<file path="src/rtl/rst_cypher_pkg.sv">
// rst_cypher_pkg
//   Shared definitions for the rotation-table loader:
//   - printable key character ranges (digits, upper case, lower case)
//   - NUL_CHAR, the value returned for the corner cell and for blocked reads
//   - body alphabet length (26 letters followed by 10 digits)
//   - loader state enum
//   - body_char(): maps a body alphabet index to its character
package rst_cypher_pkg;

  localparam logic [7:0] NUL_CHAR = 8'h00;

  localparam logic [7:0] DIGIT_LO = 8'h30;
  localparam logic [7:0] DIGIT_HI = 8'h39;
  localparam logic [7:0] UPPER_LO = 8'h41;
  localparam logic [7:0] UPPER_HI = 8'h5A;
  localparam logic [7:0] LOWER_LO = 8'h61;
  localparam logic [7:0] LOWER_HI = 8'h7A;

  localparam int BODY_ALPHA_LEN = 36;
  localparam int BODY_LETTERS   = 26;

  typedef enum logic [2:0] {
    IDLE,
    LOAD,
    FILL,
    DONE,
    ERROR
  } state_t;

  // Body alphabet: 'a'..'z' for indices 0..25, then '0'..'9' for 26..35.
  function automatic logic [7:0] body_char(input logic [5:0] idx);
    if (idx < 6'(BODY_LETTERS)) begin
      return LOWER_LO + {2'b00, idx};
    end
    return DIGIT_LO + ({2'b00, idx} - 8'(BODY_LETTERS));
  endfunction

endpackage

</file>
<file path="src/rtl/rot_char_check.sv">
// rot_char_check
//   Combinational classification of one key character against the set of
//   characters already seen in the current key.
//   Build option: ROT_TABLE_CASE_FOLD_EN -- when defined, letters are folded
//   to one bitmap slot per letter (bit 5 cleared), so 'a' repeats 'A'.
// Ports:
//   ch        in   8    candidate key character
//   seen      in   128  bitmap of characters already accepted
//   invalid   out  1    character is not a digit or ASCII letter
//   repeated  out  1    bitmap slot for this character is already set
//   bit_idx   out  7    bitmap slot this character maps to
module rot_char_check
  import rst_cypher_pkg::*;
(
  input  logic [7:0]   ch,
  input  logic [127:0] seen,
  output logic         invalid,
  output logic         repeated,
  output logic [6:0]   bit_idx
);

  logic is_digit;
  logic is_upper;
  logic is_lower;
  logic is_letter;

  assign is_digit  = (ch >= DIGIT_LO) && (ch <= DIGIT_HI);
  assign is_upper  = (ch >= UPPER_LO) && (ch <= UPPER_HI);
  assign is_lower  = (ch >= LOWER_LO) && (ch <= LOWER_HI);
  assign is_letter = is_upper || is_lower;

  assign invalid = !(is_digit || is_letter);

`ifdef ROT_TABLE_CASE_FOLD_EN
  // Upper and lower case differ only in bit 5.
  assign bit_idx = is_letter ? {ch[6], 1'b0, ch[4:0]} : ch[6:0];
`else
  assign bit_idx = ch[6:0];
`endif

  assign repeated = seen[bit_idx];

endmodule

</file>
<file path="src/rtl/rot_table_loader.sv">
// rot_table_loader
//   Loads a KEY_LEN-character key into the header row/column of a DIM x DIM
//   table, rejecting invalid or repeated characters, then fills the body
//   with the repeating alphabet a..z0..9 one cell per cycle.
//   Build option: ROT_TABLE_CASE_FOLD_EN -- case-insensitive repeat check.
// Ports:
//   clk, rst              clock; synchronous active-high reset
//   start                 pulse; restarts a key load from any state
//   key_valid/key_char    key stream input, key index 0 first
//   key_ready             high only while loading the key
//   rd_row, rd_col        table read address
//   rd_data               registered read data (0x00 unless DONE and in range)
//   table_valid           table complete
//   err_repeated_char     sticky: a key character repeated an earlier one
//   err_invalid_key_char  sticky: a key character was not [0-9A-Za-z]
module rot_table_loader
  import rst_cypher_pkg::*;
#(
  parameter  int KEY_LEN = 12,
  localparam int N       = KEY_LEN / 2,
  localparam int DIM     = N + 1,
  localparam int AW      = $clog2(DIM)
) (
  input  logic          clk,
  input  logic          rst,
  input  logic          start,
  input  logic          key_valid,
  input  logic [7:0]    key_char,
  output logic          key_ready,
  input  logic [AW-1:0] rd_row,
  input  logic [AW-1:0] rd_col,
  output logic [7:0]    rd_data,
  output logic          table_valid,
  output logic          err_repeated_char,
  output logic          err_invalid_key_char
);

  localparam int MEM_DEPTH = DIM * DIM;
  localparam int MAW       = $clog2(MEM_DEPTH);
  localparam int KCW       = $clog2(KEY_LEN);

  state_t state_reg, state_next;

  logic [KCW-1:0] key_idx_reg;
  logic [AW-1:0]  fill_row_reg;
  logic [AW-1:0]  fill_col_reg;
  logic [5:0]     alpha_reg;
  logic           err_rep_reg;
  logic           err_inv_reg;
  logic           table_valid_reg;
  logic [127:0]   seen_reg;
  logic [127:0]   seen_set;

  logic [7:0]     mem [MEM_DEPTH];
  logic [7:0]     mem_q_reg;
  logic           rd_ok_reg;

  logic           accept;
  logic           good_accept;
  logic           char_invalid;
  logic           char_repeated;
  logic [6:0]     char_idx;
  logic           key_last;
  logic           cell_last;

  logic           wr_en;
  logic [MAW-1:0] wr_addr;
  logic [7:0]     wr_data;
  logic           rd_in_range;
  logic [MAW-1:0] rd_addr;

  // Header cell for key index k: chars 2q and 2q+1 form pair q, which lives
  // at header position p (odd positions take pairs from the front of the
  // key, even positions from the back). Even k goes down column 0, odd k
  // along row 0.
  function automatic logic [MAW-1:0] header_addr(input logic [KCW-1:0] k);
    int q;
    int p;
    q = int'(k) / 2;
    if (2 * q + 1 <= N) begin
      p = 2 * q + 1;
    end else begin
      p = 2 * (N - q);
    end
    if (k[0] == 1'b0) begin
      return MAW'(p * DIM);
    end
    return MAW'(p);
  endfunction

  rot_char_check u_char_check (
    .ch       (key_char),
    .seen     (seen_reg),
    .invalid  (char_invalid),
    .repeated (char_repeated),
    .bit_idx  (char_idx)
  );

  assign key_ready   = (state_reg == LOAD);
  // start wins over a char offered in the same cycle
  assign accept      = key_valid && key_ready && !start;
  assign good_accept = accept && !char_invalid && !char_repeated;
  assign key_last    = (key_idx_reg == KCW'(KEY_LEN - 1));
  assign cell_last   = (fill_row_reg == AW'(N)) && (fill_col_reg == AW'(N));

  // ---------------- state machine ----------------
  always_ff @(posedge clk) begin
    if (rst) begin
      state_reg <= IDLE;
    end else begin
      state_reg <= state_next;
    end
  end

  always_comb begin
    state_next = state_reg;
    if (start) begin
      state_next = LOAD;
    end else begin
      case (state_reg)
        LOAD: begin
          if (accept) begin
            if (char_invalid || char_repeated) begin
              state_next = ERROR;
            end else if (key_last) begin
              state_next = FILL;
            end
          end
        end
        FILL: begin
          if (cell_last) begin
            state_next = DONE;
          end
        end
        default: begin
          state_next = state_reg;
        end
      endcase
    end
  end

  // ---------------- error flags ----------------
  always_ff @(posedge clk) begin
    if (rst || start) begin
      err_inv_reg <= 1'b0;
      err_rep_reg <= 1'b0;
    end else if (accept) begin
      // an invalid char never also reports as a repeat
      if (char_invalid) begin
        err_inv_reg <= 1'b1;
      end else if (char_repeated) begin
        err_rep_reg <= 1'b1;
      end
    end
  end

  // ---------------- seen bitmap ----------------
  for (genvar gi = 0; gi < 128; gi++) begin : g_seen
    assign seen_set[gi] = good_accept && (char_idx == 7'(gi));
  end

  always_ff @(posedge clk) begin
    if (rst || start) begin
      seen_reg <= '0;
    end else begin
      seen_reg <= seen_reg | seen_set;
    end
  end

  // ---------------- counters ----------------
  always_ff @(posedge clk) begin
    if (rst || start) begin
      key_idx_reg  <= '0;
      fill_row_reg <= AW'(1);
      fill_col_reg <= AW'(1);
      alpha_reg    <= '0;
    end else begin
      if (good_accept) begin
        key_idx_reg <= key_idx_reg + 1'b1;
      end
      if (state_reg == FILL) begin
        if (fill_col_reg == AW'(N)) begin
          fill_col_reg <= AW'(1);
          fill_row_reg <= fill_row_reg + 1'b1;
        end else begin
          fill_col_reg <= fill_col_reg + 1'b1;
        end
        // running cell index modulo the body alphabet length
        alpha_reg <= (alpha_reg == 6'(BODY_ALPHA_LEN - 1)) ? 6'd0 : alpha_reg + 6'd1;
      end
    end
  end

  always_ff @(posedge clk) begin
    if (rst || start) begin
      table_valid_reg <= 1'b0;
    end else begin
      table_valid_reg <= (state_reg == DONE);
    end
  end

  // ---------------- table memory ----------------
  // Header cells are written as chars are accepted, body cells during FILL.
  // Cell (0,0) is never written; reads of it are forced to NUL_CHAR.
  always_comb begin
    wr_en   = 1'b0;
    wr_addr = '0;
    wr_data = key_char;
    if (good_accept) begin
      wr_en   = 1'b1;
      wr_addr = header_addr(key_idx_reg);
    end else if (state_reg == FILL) begin
      wr_en   = 1'b1;
      wr_addr = MAW'(int'(fill_row_reg) * DIM + int'(fill_col_reg));
      wr_data = body_char(alpha_reg);
    end
  end

  always_ff @(posedge clk) begin
    if (wr_en) begin
      mem[wr_addr] <= wr_data;
    end
  end

  assign rd_in_range = (int'(rd_row) < DIM) && (int'(rd_col) < DIM);
  assign rd_addr     = rd_in_range ? MAW'(int'(rd_row) * DIM + int'(rd_col)) : '0;

  always_ff @(posedge clk) begin
    mem_q_reg <= mem[rd_addr];
  end

  always_ff @(posedge clk) begin
    if (rst) begin
      rd_ok_reg <= 1'b0;
    end else begin
      rd_ok_reg <= (state_reg == DONE) && rd_in_range &&
                   !((rd_row == '0) && (rd_col == '0));
    end
  end

  assign rd_data              = rd_ok_reg ? mem_q_reg : NUL_CHAR;
  assign table_valid          = table_valid_reg;
  assign err_repeated_char    = err_rep_reg;
  assign err_invalid_key_char = err_inv_reg;

endmodule

</file>
<file path="config.mk">
export PLATFORM = sky130hd
export DESIGN_NAME = rot_table_loader
export DESIGN_NICKNAME = d
export VERILOG_FILES = /design/src/rtl/rst_cypher_pkg.sv /design/src/rtl/rot_char_check.sv /design/src/rtl/rot_table_loader.sv
export SDC_FILE = /design/constraint.sdc
export NUM_CORES = 1
export LEC_CHECK = 0
export CAP_MARGIN = 40
export CORE_MARGIN = 2
export CORE_UTILIZATION = 60
export DETAILED_ROUTE_END_ITERATION = 8
export GPL_TIMING_DRIVEN = 0
export PLACE_DENSITY = 0.77
export SLEW_MARGIN = 20
export SYNTH_ARGS = -nofsm -noshare
export SYNTH_HDL_FRONTEND = slang
export SYNTH_HIERARCHICAL = 1
export SYNTH_SLANG_ARGS = --single-unit
</file>
<file path="constraint.sdc">
create_clock -name clk -period 5.92 [get_ports clk]
set_input_delay 0.592 -clock clk [delete_from_list [all_inputs] [get_ports clk]]
set_output_delay 0.592 -clock clk [all_outputs]
set_load 0.02 [all_outputs]
</file>
-- Word level (Yosys, flattened, before mapping)
Memories as Yosys holds them, arrays and structs flattened. A register that Yosys moved wholly into a read port is not among the register bits.
Cells that the tools add are included.
- register bits after elaboration: 151
- bits in latches: 0
- bits in writable memories: 392
- bits in read-only memories: 0
- bits of input ports: 18
- output and inout port bits: 12
- word-level logic and storage cells: 369
- memories kept: 1
- add/sub/neg operators: 11
- multipliers: 3
- div/mod/pow operators: 0
- order comparisons: 11
- equality and inequality tests: 140
- shift operators: 0
- multiplexer cells: 31
- bitwise logic cells: 2
- reduce and logical (&&, ||, !) cells: 159
- memory list (memory ; words ; bits a word ; rd ports ; clocked after memory_dff ; write ports ; RTL line ; RTL):
    mem ; 49 ; 8 ; 1 ; 1 ; 1 ; rot_table_loader.sv:54 ; logic [7:0] mem [MEM_DEPTH];
- operators with widths (kind ; number):
    $eq 7x7->1 const B ; 64
    $eq 7x6->1 const B ; 32
    $logic_and 1x1->1 ; 140
    $or 128x128->128 ; 1
    $eq 7x5->1 const B ; 16
    $mux 32 ; 2
    $eq 7x4->1 const B ; 8
    $mux 8 ; 5
    $mux 6 ; 6
    $le 32x4->1 const B ; 1
    $mul 32x4->6 const B ; 1
    $eq 7x3->1 const B ; 4
    $ge 8x7->1 const B ; 2
    $le 8x7->1 const B ; 2
    $mux 3 ; 5
    $eq 7x2->1 const B ; 2
    $add 6x3->6 ; 2
    $mul 3x3->6 const B ; 2
    $mux 1 ; 11
    $add 7x6->8 const A ; 1
    $add 7x7->8 const A ; 1
    $ge 8x6->1 const B ; 1
    $le 8x6->1 const B ; 1
    $lt 7x8->1 const B ; 1
    33 further kinds ; 46

-- Longest topological paths before layout
- depth in word-level cells: 11
- gate-level depth with buffers: 17

-- By module
The synthesis kept the hierarchy.
- by module, submodules not included (module ; instances ; cells an instance ; area an instance (um^2) ; sequential area each (um^2)):
    rot_table_loader ; 1 ; 1631 ; 22092.4 ; 14954.3
    rot_char_check ; 1 ; 128 ; 1233.7 ; 0.0

-- Least setup slack after synthesis
OpenSTA, ideal clock, no wires.
- path type: register -> register
- from: register alpha_reg[2]
- to: memory mem[0][6], data pin
- setup time: 585 ps
- data arrival time: 3833 ps
- required time: 5335 ps
- slack: 1502 ps
- stages on the path, launching flop included: 13
- buffers on the path: 2
- period minus slack after synthesis: 4418 ps
- path through: dfxtp_1 -> clkbuf_1 -> inv_1 -> ha_1 -> clkbuf_1 -> nor2_1 -> xnor2_1 -> ha_1 -> nor4_1 -> a31oi_1 -> o32a_1 -> o22ai_1 -> o21ai_0
- cells in the longest elaborated chain, start to end: 7
- elaborated cells between the ends (all ways): 11
- classes of those cells: add/sub (3); order compare (1); mux (7)
- RTL lines (item ; RTL line ; RTL):
    start: declaration ; rot_table_loader.sv:47 ; logic [5:0] alpha_reg;
    start signal: assignment ; rot_table_loader.sv:189 ; alpha_reg <= (alpha_reg == 6'(BODY_ALPHA_LEN - 1)) ? 6'd0 : alpha_reg + 6'd1;
    branches (longest 4 deep; another with $add 7x7->8) ; n/a ;
    $mux 8 (*) ; rst_cypher_pkg.sv:35 ; return DIGIT_LO + ({2'b00, idx} - 8'(BODY_LETTERS));
    $mux 8 (*) ; rot_table_loader.sv:212 ; end else if (state_reg == FILL) begin
    $mux 8 (*) ; rot_table_loader.sv:209 ; if (good_accept) begin
    via wr_data[6] ; rot_table_loader.sv:68 ; logic [7:0] wr_data;
    end: declaration ; rot_table_loader.sv:54 ;
Mark *: on every way through the listed nets, which the timed path passes. The select of a mux whose other input is x is not followed.

-- Worst setup path after layout
- from: input port key_char[0]
- to: memory mem[16][2], enable pin
- elaborated cells between the ends (all ways): 20
- classes of those cells: order compare (6); mux (6); reduce/logical (8)
- RTL lines (item ; RTL line ; RTL):
    start: declaration ; rot_table_loader.sv:28 ; input logic [7:0] key_char,
    $bmux 1 s7 (*) ; rot_char_check.sv:41 ; assign repeated = seen[bit_idx];
    $mux 1 (not written as such) (*) ; rot_char_check.sv:41 ;
    via char_repeated ; rot_table_loader.sv:61 ; logic char_repeated;
    $logic_not 1->1 (*) ; rot_table_loader.sv:102 ; assign good_accept = accept && !char_invalid && !char_repeated;
    $logic_and 1x1->1 (*) ; rot_table_loader.sv:102 ;
    $mux 1 ; rot_table_loader.sv:209 ;
    $mux 1 ; rot_table_loader.sv:220 ; if (wr_en) begin
    $mux 1 (not written as such) ; rot_table_loader.sv:221 ; mem[wr_addr] <= wr_data;
Mark *: on every way through the listed nets, which the timed path passes. The rest lies on a longest branch. The select of a mux whose other input is x is not followed.

==> impl_metrics.ini <==
[outcome]
outcome = finished clean

[sta]
rsz0062_at_grt = no
layout_setup_ws_ns = 0.2274
fin_worst_skew_ns = 0.02118
min_period_ns = 5.693
holdWs_ns = 0.4611
fin_tns_setup_ns = 0
tightest_slew_ns = 0.9283
final_hold_viol_count = 0
slew_headroom_pct = 37.59
report.final.slew_viol_count = 0
max_freq_mhz = 175.7
fin_crit_sh_pct = 96.16
setup_viol = 0

[synth]
synth_warnings = 6
synth_edf_count = 392
synth.area.top_cells = edfxtp_1, dfxtp_1, mux4_2, nor2_1, a21oi_1
yosysUniqueCellTypes = 69
synth_top_area_share_pct = 50.46
synth.ff_latch_count = 551
syn-num-nets = 1824
synth.avg_cell_area_um2 = 13.26
synth_area_um2 = 23330
yosys.area.top_type = edfxtp_1
yosysSeqAreaShare_pct = 64.11
async_flop_share_pct = 0
postSynthCellCount = 1759
synth_top_flop_cell = edfxtp_1

[power_and_ir_drop]
worst_ir_drop_vdd_v = 0.0002623
power.density_nw_per_um2 = 328.5
leakage_nw = 8.878
p_total_mw = 8.666

[layout]
drive_above_1_share_pct = 14.29
largest_register_ff_count = 392
final_area_um2 = 26380
nNetsFinal = 1920
area_growth_pct = 13.09
antenna_cells = 0

[floorplan]
die-area_um2 = 40470
io_pins = 30
rows = 72
die_w_um = 201.2
core_area_um2 = 38470
die_height_um = 201.2
start_util_pct = 60.64

[cts]
numClockSinks = 551
ctsResizeCount = 0
ctsHtreeMaxLevel = 2
root_buffer = clkbuf_16
cts_buffer_depth = 3
clk_pin_slew_ns = 0.06
post_cts_buffers = 0
numCtsBuffers = 53
clkLatencyLatePin_ns = 0.60
cts_tree = built
cts_hold_buf = 0

[placement]
placed_area_um2 = 24660
finalWeightedCongestion = 0.9741
hpwl_um = 39470
dpl_worst_slack_ns = -0.1904
port_buffers = 29

[hold_path]
hold_class = reg2reg

[routing]
first_iter_violations = 2021
routed_wl_um = 59540
wl_per_cell_um = 24.65
route.detailed.drc = 0
vias = 15510
dr.pass1.iters = 6
ant_nets = 0
via_per_inst = 6.422

[critical_path]
path_class = in2reg
endpoint_kind = register
cp.arrival_ns = 5.91
cp.required_ns = 6.14
crit_fanout = 10
startpoint_type = input port

[global_route]
grt_first_pass_wirelength_um = 91000
track_usage_pct = 29.66
grt_max_degree = 39
overflow = 0
first_global_vias = 15300
antenna_found_initial = 0

[job]
drv_cap = 0
layout make-up:
| type | count | area (um^2) |
|---|---|---|
| buffer | 113 | 563.0 |
| tap | 518 | 648.1 |
| clock inverter | 18 | 197.7 |
| sequential | 551 | 14950 |
| timing repair buffer | 41 | 553.0 |
| fill | 2615 | 12090 |
| clock buffer | 79 | 1524 |
| inverter | 40 | 150.1 |
| multi-input combinational | 1055 | 7790 |
power breakdown:
group          total [mW]  internal (mW)  switching [mW]
registers            4.16           4.15         0.00667
clock network        3.36           1.95            1.41
logic                1.15          0.406           0.742
stage by stage:
step	utilization, %	instances
floorplan	-	1759
global placement	63.08	2306
detailed placement	64.10	2318
CTS	68.58	2415
global route	68.58	2415
finish	68.58	2415
worst max-delay path, cell delays in order:
cell and delay (ns):
clkdlybuf4s50_1 0.76, buf_6 0.28, buf_4 0.29, buf_4 0.27
mux2i_1 0.13, a2111oi_0 0.46, nand3_1 0.15, o311ai_0 0.15
o32a_1 0.38, nor2_1 0.13, and3_1 0.19, buf_2 0.18
buf_2 0.22, o211ai_1 0.24, nand4_1 0.60, nor2_1 0.83
logic make-up after synthesis:
| family | share of synthesized area, % |
|---|---|
| flops | 64.11 |
| simple gates | 8.679 |
| compound gates | 10.66 |
| mux | 9.827 |
| xor+xnor | 0.7885 |
| buf+inv | 3.057 |
| fa+ha+maj | 2.875 |
worst paths after layout:
check	from	end	slack, ns	cells past startpoint
setup / recovery	key_char[0]	mem[16][2]	0.23	16
setup reg to reg	key_idx_reg[1]	mem[16][2]	0.86	14
hold / removal	seen_reg[86]	seen_reg[86]	0.46	2
hold reg to reg	seen_reg[86]	seen_reg[86]	0.46	2
Yosys cell counts (4+ instances only):
master     count
buf_4         14
xnor2_1       13
mux2_2        50
o221ai_1       8
o32ai_1        8
o21a_1         4
o22ai_2        4
o31ai_1        4
ha_1          36
a2111oi_0      4
and3_1         8
o211a_1        9
a211oi_1      49
inv_1         40
nor2_1       228
a22o_1         9
nand2_1       59
and2_1        19
dfxtp_1      159
nand3b_1       4
nor2b_1       16
o21ai_0       37
nor3_1        46
a31oi_1        6
xor2_1         8
nand4_1        5
mux2i_1       58
a221oi_1      15
a21oi_1      158
a22oi_1       10
buf_2         27
nand3_1       15
fa_1          11
o22ai_1       45
a21o_1         4
mux4_2        51
buf_1          6
clkbuf_1      59
o21ai_1        4
nand2b_1      10
edfxtp_1     392
nor4_1         5
buf_6          7
layer usage:
| metal | up-vias | wire length, um | global-route usage, % |
|---|---|---|---|
| li1 | 6839 | - | - |
| met1 | 7536 | 23010 | 39.49 |
| met2 | 911 | 27790 | 47.59 |
| met3 | 224 | 5348 | 4.778 |
| met4 | 0 | 3389 | 15.52 |
| met5 | - | 0 | 0 |
layout by cell type, fill, tap and decap left out, types with 8 or more instances in the layout:
master / n
mux2_2: 50
a211oi_1: 48
clkbuf_16: 53
nor3_1: 37
a221oi_1: 15
nor3_2: 10
dfxtp_1: 159
mux4_2: 51
o22ai_1: 45
o211a_1: 9
and3_1: 8
nand3_1: 15
ha_1: 36
clkdlybuf4s50_1: 29
edfxtp_1: 392
inv_1: 40
a22o_1: 9
xnor2_1: 13
o221ai_1: 8
a21oi_1: 158
nand2b_1: 10
clkbuf_1: 75
o21ai_0: 30
buf_4: 16
nand2_1: 58
nor2_1: 228
clkbuf_8: 10
o32ai_1: 8
and2_1: 19
nor2b_1: 16
buf_2: 27
xor2_1: 8
mux2i_1: 58
fa_1: 11
a22oi_1: 10
(Power assumes the default switching activity.)
